<file path="config.mk">
export PLATFORM = sky130hd
export DESIGN_NAME = execute_cycle
export DESIGN_NICKNAME = d
export VERILOG_FILES = /design/src/rtl/execute_cycle.sv
export SDC_FILE = /design/constraint.sdc
export NUM_CORES = 1
export LEC_CHECK = 0
export ABC_AREA = 1
export BUFFER_PORTS_ARGS = -buffer_cell sky130_fd_sc_hd__buf_4
export CAP_MARGIN = 10
export CORE_MARGIN = 2
export CORE_UTILIZATION = 45
export DETAILED_ROUTE_END_ITERATION = 10
export PLACE_DENSITY = 0.67
export SLEW_MARGIN = 25
export SYNTH_ARGS = -nofsm -noshare
export SYNTH_HDL_FRONTEND = slang
export SYNTH_SLANG_ARGS = --single-unit
</file>
<file path="constraint.sdc">
create_clock -name clk -period 10.5 [get_ports clk]
set_input_delay 1.05 -clock clk [delete_from_list [all_inputs] [get_ports clk]]
set_output_delay 1.05 -clock clk [all_outputs]
set_load 0.01 [all_outputs]
</file>
<file path="src/rtl/execute_cycle.sv">
// Execute stage of the 16-bit five-stage pipeline: forwarding, ALU, branch
// resolution, 16-step iterative multiplier, and the EX/MEM pipeline register.
module execute_cycle #(
  parameter int WIDTH = 16,
  parameter int AW    = 3
) (
  input  logic             clk,
  input  logic             rst,
  input  logic             RegWriteE,
  input  logic             ALUSrcE,
  input  logic             MemWriteE,
  input  logic             ResultSrcE,
  input  logic             BranchE,
  input  logic             JumpE,
  input  logic [2:0]       ALUControlE,
  input  logic [WIDTH-1:0] RD1_E,
  input  logic [WIDTH-1:0] RD2_E,
  input  logic [WIDTH-1:0] Imm_Ext_E,
  input  logic [AW-1:0]    RD_E,
  input  logic [WIDTH-1:0] PCE,
  input  logic [WIDTH-1:0] PCPlus4E,
  input  logic [1:0]       ForwardAE,
  input  logic [1:0]       ForwardBE,
  input  logic [WIDTH-1:0] ResultW,
  output logic             PCSrcE,
  output logic [WIDTH-1:0] PCTargetE,
  output logic             BusyE,
  output logic             RegWriteM,
  output logic             MemWriteM,
  output logic             ResultSrcM,
  output logic [WIDTH-1:0] ALUResultM,
  output logic [WIDTH-1:0] WriteDataM,
  output logic [AW-1:0]    RD_M,
  output logic [WIDTH-1:0] PCPlus4M
);

  typedef enum logic [1:0] {IDLE, RUN, DONE} state_t;

  state_t           state_q;
  logic [3:0]       count_q;
  logic [WIDTH-1:0] mcand_q, mult_q, acc_q;

  logic             regwrite_q, memwrite_q, resultsrc_q;
  logic [WIDTH-1:0] aluresult_q, writedata_q, pcplus4_q;
  logic [AW-1:0]    rd_q;

  logic             regwrite_d, memwrite_d, resultsrc_d;
  logic [WIDTH-1:0] aluresult_d, writedata_d, pcplus4_d;
  logic [AW-1:0]    rd_d;

  logic [WIDTH-1:0] src_a, src_b_fwd, src_b, alu_res;
  logic             mul_op, zero_e;

  assign mul_op = (ALUControlE == 3'b111);

  always_comb begin
    unique case (ForwardAE)
      2'b01:   src_a = ResultW;
      2'b10:   src_a = aluresult_q;
      default: src_a = RD1_E;
    endcase
    unique case (ForwardBE)
      2'b01:   src_b_fwd = ResultW;
      2'b10:   src_b_fwd = aluresult_q;
      default: src_b_fwd = RD2_E;
    endcase
    src_b = ALUSrcE ? Imm_Ext_E : src_b_fwd;
  end

  always_comb begin
    unique case (ALUControlE)
      3'b000:  alu_res = src_a + src_b;
      3'b001:  alu_res = src_a - src_b;
      3'b010:  alu_res = src_a & src_b;
      3'b011:  alu_res = src_a | src_b;
      3'b100:  alu_res = src_a ^ src_b;
      3'b101:  alu_res = {{(WIDTH-1){1'b0}}, ($signed(src_a) < $signed(src_b))};
      3'b110:  alu_res = src_a << src_b[3:0];
      default: alu_res = '0;
    endcase
  end

  assign zero_e    = (alu_res == '0);
  assign BusyE     = ((state_q == IDLE) && mul_op) || (state_q == RUN);
  assign PCSrcE    = ((BranchE & zero_e) | JumpE) & ~BusyE;
  assign PCTargetE = PCE + Imm_Ext_E;

  // EX/MEM takes a bubble unless a normal op is in IDLE or the multiply is retiring.
  always_comb begin
    regwrite_d  = 1'b0;
    memwrite_d  = 1'b0;
    resultsrc_d = 1'b0;
    aluresult_d = '0;
    writedata_d = '0;
    rd_d        = '0;
    pcplus4_d   = '0;
    if (((state_q == IDLE) && !mul_op) || (state_q == DONE)) begin
      regwrite_d  = RegWriteE;
      memwrite_d  = MemWriteE;
      resultsrc_d = ResultSrcE;
      aluresult_d = (state_q == DONE) ? acc_q : alu_res;
      writedata_d = src_b_fwd;
      rd_d        = RD_E;
      pcplus4_d   = PCPlus4E;
    end
  end

  always_ff @(posedge clk) begin
    if (rst) begin
      state_q <= IDLE;
      count_q <= '0;
      mcand_q <= '0;
      mult_q  <= '0;
      acc_q   <= '0;
    end else begin
      unique case (state_q)
        IDLE: begin
          if (mul_op) begin
            mcand_q <= src_a;
            mult_q  <= src_b;
            acc_q   <= '0;
            count_q <= '0;
            state_q <= RUN;
          end
        end
        RUN: begin
          if (mult_q[0]) acc_q <= acc_q + mcand_q;
          mcand_q <= mcand_q << 1;
          mult_q  <= mult_q >> 1;
          count_q <= count_q + 4'd1;
          if (count_q == 4'd15) state_q <= DONE;
        end
        DONE:    state_q <= IDLE;
        default: state_q <= IDLE;
      endcase
    end
  end

  always_ff @(posedge clk) begin
    if (rst) begin
      regwrite_q  <= 1'b0;
      memwrite_q  <= 1'b0;
      resultsrc_q <= 1'b0;
      aluresult_q <= '0;
      writedata_q <= '0;
      rd_q        <= '0;
      pcplus4_q   <= '0;
    end else begin
      regwrite_q  <= regwrite_d;
      memwrite_q  <= memwrite_d;
      resultsrc_q <= resultsrc_d;
      aluresult_q <= aluresult_d;
      writedata_q <= writedata_d;
      rd_q        <= rd_d;
      pcplus4_q   <= pcplus4_d;
    end
  end

  assign RegWriteM  = regwrite_q;
  assign MemWriteM  = memwrite_q;
  assign ResultSrcM = resultsrc_q;
  assign ALUResultM = aluresult_q;
  assign WriteDataM = writedata_q;
  assign RD_M       = rd_q;
  assign PCPlus4M   = pcplus4_q;

endmodule

</file>
* After elaboration in Yosys (flattened, before gate mapping) *
Cells that the tools add are included.

operators by class
  add/subtract/negate cells = 5
  $lt $le $gt $ge = 1
  equality and inequality tests = 17
  shift operators = 1
  multiplexer cells = 17
  bitwise logic cells = 8
  reductions and logical operators = 13

operators with widths
  cell                 number
  $pmux 16 s2          5
  $pmux 16 s7          1
  $mux 16              6
  $add 16x16->16       3
  $and 16x16->16       1
  $logic_not 16->1     1
  $lt 16x16->1         1
  $or 16x16->16        1
  $shl 16x4->16        1
  $sub 16x16->16       1
  $xor 16x16->16       1
  $eq 3x3->1 const B   4
  $pmux 4 s2           1
  $eq 2x1->1 const B   3
  $eq 2x2->1 const B   3
  $eq 3x2->1 const B   2
  $add 4x1->4 const B  1
  $eq 4x4->1 const B   1
  $mux 2               2
  $mux 4               1
  $ne 2x2->1 const B   2
  $pmux 2 s2           1
  $reduce_and 2->1     2
  $eq 3x1->1 const B   1
  12 further kinds     16

storage, ports and cells
  register bits = 108
  output and inout port bits = 72

* Depth between registers and ports, before layout *
  depth after elaboration = 9
  gate-level depth with buffers = 27
  mapped depth without buffers = 25

* Least setup slack after synthesis *
OpenSTA, ideal clock, no wires.

  kind = input to output
  from = input port ForwardBE[0]
  to = output port PCSrcE
  arrival = 3,945 ps
  data required time = 9,450 ps
  path slack = 5,505 ps
  cell stages on the path = 24
  cell sequence = inv_1 ha_1 clkbuf_1 a221o_1 o21ai_0 nand2_1 o21ai_0 ha_1 clkbuf_2 inv_1 a21oi_1 o21bai_1 inv_1 nand2_1 a21oi_1 nand2_1 nor2_1 nand2_1 nor2_1 and2_1 nand2_1 nor2_1 nand2_1 a21oi_1

on the way
  longest elaborated chain between the ends = 9
  elaborated cells on any way between the ends = 16

ends and longest elaborated chain
  item                                          RTL line  RTL
  from (decl)                                   23        input logic [1:0] ForwardBE,
  $eq 2x2->1 or $eq 2x1->1 (tied branches)      62        unique case (ForwardBE)
  $pmux 16 s2 (*)                               62
  $mux 16 (*)                                   67        src_b = ALUSrcE ? Imm_Ext_E : src_b_fwd;
  $sub 16x16->16, or another cell as far along  73        3'b001: alu_res = src_a - src_b;
  $pmux 16 s7 (*)                               71        unique case (ALUControlE)
  $logic_not 16->1 (*)                          83        assign zero_e = (alu_res == '0);
  $and 1x1->1 (*)                               85        assign PCSrcE = ((BranchE & zero_e) | JumpE) & ~BusyE;
  $or 1x1->1 (*)                                85
  $and 1x1->1 (*)                               85
  to (decl)                                     25        output logic PCSrcE,

Every way passes the cells marked *; elsewhere a longest branch is shown, timed or not.

* Worst setup path after layout *
Same ends and word-level chain as after synthesis.

==> impl_summary.txt <==
----------------------------------------------------
[Timing]
  Rel. slew slack ... 31.4%
  Pins over their slew limit ... 0
  Min setup slack post-route ... 3.91 ns
  Clock skew after layout ... 0.0180 ns
  Fmax ... 152 MHz
  Number of endpoints failing setup at the final stage ... 0
  Sum of negative setup slack ... 0 ns
  Hold_ws ... 0.466 ns
  Final hold viol count ... 0
  Unrepaired setup endpoints after global routing ... false
  Worst-margin pin slew ... 1.03 ns
  Period minus WS final ... 6.59 ns
  Final clock period utilization by the worst path ... 62.8%

[Placement]
  Final HPWL from detailed placement ... 30500 um
  Final GP Congestion ... 1.03
  Setup slack at placement ... 4.03 ns
  Post-placement cell count ... 1895
  Post-DP Area ... 10900 sq um
  Port bufs ... 185

[Setup path]
  Depth of the worst register-to-register path ... 18
  Setup slack on the worst flop-to-flop path ... 6.86 ns
  Critical Path End Type ... output port
  Critical path data arrival time ... 5.54 ns
  Worst Path Class, Setup ... primary input to output port
  Terminus of the critical flop-to-flop path ... ALUResultM[5]$_SDFF_PP0_
  Element type at the critical path start ... primary input
  Data required time at the worst endpoint ... 9.45 ns
  Reg-to-Reg Start ... ALUResultM[1]$_SDFF_PP0_
  Biggest fanout along the worst timing path ... 28

[Route]
  Total number of vias ... 10800
  Antenna-violating nets left ... 0
  Met2 WL post-DR ... 17000 um
  Detailed router's first-iteration violation count ... 1015
  Via/cell ratio ... 5.64
  Met1 layer wirelength in the final routing ... 15700 um
  Final wirelength ... 38100 um
  Count of unresolved DRC violations after routing ... 0
  Top routing layer in use ... met5
  Drt first pass iters ... 7
  Met3 WL post-DR ... 3750 um
  Average detailed-routed wire length per instance ... 19.9 um

[Synthesis]
  Number of nets produced by synthesis ... 1708
  Proportion of synthesized chip area in sequential cells ... 22.9%
  Yosys top cell by area ... sky130_fd_sc_hd__dfxtp_1
  YS warnings ... 0
  Count of mapped cells out of synthesis ... 1497
  Post-Synthesis Mean Instance Area ... 6.30 sq um
  Area contributors post-synth ... sky130_fd_sc_hd__dfxtp_1 23%, sky130_fd_sc_hd__nand2_1 15%, sky130_fd_sc_hd__ha_1 12%
  Share of the synthesized area in the top cell type ... 22.9%
  Share of synthesized flip-flops with an asynchronous set or reset ... 0%
  Count of distinct cell types in the synthesized netlist ... 50
  Number of flops mapped to enable cells by yosys ... 0
  Number of synthesized register bits ... 108
  Primary flip-flop cell chosen by synthesis mapping ... sky130_fd_sc_hd__dfxtp_1
  Post-Syn Area ... 9430 sq um

[Floorplanning]
  Die outline height ... 149 um
  Initial core utilization ... 46.1%
  Floorplan die area ... 22100 sq um
  Core Footprint ... 20400 sq um
  IO Count ... 186
  Cell row count ... 52
  Die X ... 149 um

[Clock tree]
  Bufs on Longest Clock Path ... 2
  Number of levels in the clock H-tree ... 3
  Post-CTS setup buffer count ... 0
  Clock Tree Root ... sky130_fd_sc_hd__clkbuf_16
  Resized cells post-CTS ... 0
  Clock Sinks ... 108
  Clock latency of the later-clocked register in the worst-skew pair ... 0.37 ns
  Total CTS buffers ... 9
  TritonCTS clock tree ... built
  Clock edge transition at the registers on the reported setup and hold paths ... 0.07 ns
  Hold Buf Count CTS ... 0

[Outcome]
  Outcome ... complete, no violations

[Worst hold path]
  Worst Min Path Start ... mult_q[2]$_SDFFE_PP0P_
  Worst-case hold path end point ... mult_q[2]$_SDFFE_PP0P_
  Hold WC Path Type ... flop to flop
  Hold-critical path depth ... 2

[Finish]
  Filler instances ... 2128
  Commonest non-fill, non-tap cells in the layout ... 370 x sky130_fd_sc_hd__nand2_1, 194 x sky130_fd_sc_hd__buf_4, 162 x sky130_fd_sc_hd__inv_1, 160 x sky130_fd_sc_hd__nand3_1, 137 x sky130_fd_sc_hd__a21oi_1
  Area grow syn2layout ... 19.1%
  Layout Utilization ... 55.0%
  Post-layout instance area ... 11200 sq um
  Combined area of the multi-input logic cells ... 6310 sq um
  Total number of nets in the final design ... 1847
  Register area ... 2160 sq um
  Most common library cell in the layout ignoring fill and taps ... sky130_fd_sc_hd__nand2_1
  Antenna fix cells ... 0
  Final cell count without fillers ... 1911
  Share of final-layout standard cells stronger than drive strength 1 ... 14.7%

[Power and ir drop]
  Total power consumption of the routed design ... 1.50 mW
  Net switching power ... 642 uW
  Leakage Power ... 5.80 nW
  Switching Share ... 42.8%
  Clock Power Share ... 24.6%
  Share of total power in combinational logic ... 45.1%
  Relative contribution of sequential cells to total power ... 30.3%
  Internal power of the cells ... 859 uW
  Power Density ... 134 nW/um^2
  Peak supply drop ... 103 uV

[Global routing]
  Pin count of the biggest net entering global routing ... 64
  Via count of the first global-routing pass ... 10000
  All-layer global routing usage ... 33.6%
  GRT overflow ... 0
  Number of antenna violations at the first check in global routing ... 1
  Global-route wire length before repair ... 57000 um

[Job]
  Number of max-cap violations ... 0

----------------------------------------------------
==> worst max-delay path, cell delays in order <==
cell and delay (ns):
sky130_fd_sc_hd__buf_4 0.08, sky130_fd_sc_hd__inv_1 0.03, sky130_fd_sc_hd__ha_1 0.59, sky130_fd_sc_hd__inv_2 0.24
sky130_fd_sc_hd__nand3_1 0.18, sky130_fd_sc_hd__nand3_2 0.09, sky130_fd_sc_hd__nand2_4 0.23, sky130_fd_sc_hd__clkinv_2 0.42
sky130_fd_sc_hd__ha_1 0.48, sky130_fd_sc_hd__inv_1 0.10, sky130_fd_sc_hd__nand2_1 0.09, sky130_fd_sc_hd__o21ai_1 0.39
sky130_fd_sc_hd__nand2_1 0.15, sky130_fd_sc_hd__nand2_1 0.09, sky130_fd_sc_hd__nand2_1 0.05, sky130_fd_sc_hd__nand3_1 0.07
sky130_fd_sc_hd__nand2_1 0.05, sky130_fd_sc_hd__nor2_1 0.25, sky130_fd_sc_hd__nand2_1 0.17, sky130_fd_sc_hd__nor2_1 0.10
sky130_fd_sc_hd__and2_1 0.12, sky130_fd_sc_hd__nand2_1 0.04, sky130_fd_sc_hd__nor2_1 0.08, sky130_fd_sc_hd__nand2_1 0.09
sky130_fd_sc_hd__a21oi_1 0.14, sky130_fd_sc_hd__buf_4 0.14
==> registers in the layout, summed over array words and instances (netlist names) <==
name,count
count_q,4
acc_q,16
PCPlus4M,16
WriteDataM,16
ResultSrcM,1
state_q,2
RegWriteM,1
MemWriteM,1
ALUResultM,16
mcand_q,16
RD_M,3
mult_q,16
==> power groups by stage <==
stage               sequential (mW)  combinational [mW]  clock, mW
finish                        0.455               0.677      0.370
CTS                           0.454               0.662      0.378
detailed placement            0.464               0.658          0
global route                  0.457               0.740      0.387
floorplan                     0.467               0.410          0
global placement              0.464               0.663          0
==> synth_stat cells (all sizes together), types with 2 or more instances <==
cell	number
nand3	163
o31ai	2
o21bai	9
o211ai	35
o221ai	2
buf	25
nor3	11
a21o	2
xnor2	4
clkbuf	41
inv	167
fa	4
nor2	135
or2	16
ha	93
a221oi	2
dfxtp	108
xor2	18
a221o	12
nand2	375
o21ai	88
o2111ai	2
o22ai	12
clkinv	5
nand4	15
a31oi	2
a21oi	137
nand3b	4
==> cells by family (layout without fill, tap and decap cells) <==
| family | Yosys count | count (layout) | share of synthesized area [%] |
|---|---|---|---|
| compound gates | 311 | 311 | 19.1 |
| xor+xnor | 22 | 22 | 2.04 |
| fa+ha+maj | 97 | 97 | 13.2 |
| buf+inv | 238 | 382 | 10.2 |
| flops | 108 | 108 | 22.9 |
| simple gates | 721 | 721 | 32.6 |
==> worst max-delay path by stage <==
| stage | startpoint | end | slack (ns) | cells past startpoint |
|---|---|---|---|---|
| finish | ForwardBE[0] | PCSrcE | 3.91 | 26 |
| global route | ForwardBE[0] | PCSrcE | 3.55 | 26 |
| CTS | ForwardBE[0] | PCSrcE | 4.01 | 26 |
| detailed placement | ForwardBE[0] | PCSrcE | 4.03 | 26 |
| global placement | ForwardBE[0] | PCSrcE | 4.07 | 26 |
| floorplan | ForwardBE[0] | PCSrcE | 5.51 | 24 |
==> per-layer routing <==
metal / GRT usage (%) / vias up
met2: 54.5 / 549
met4: 13.6 / 2
met3: 8.29 / 86
li1: - / 5241
met1: 43.0 / 4892
met5: 0 / -
==> final cells by class <==
| class | count | share of cell area, % |
|---|---|---|
| well taps | 270 | 3.01 |
| flip-flops and latches | 108 | 19.3 |
| clock buffers | 9 | 2.01 |
| clock inverters | 7 | 0.824 |
| multi-input cells | 1151 | 56.2 |
| inverters | 172 | 5.78 |
| repair buffers | 194 | 13.0 |
Power figures use the tool's default switching activity.
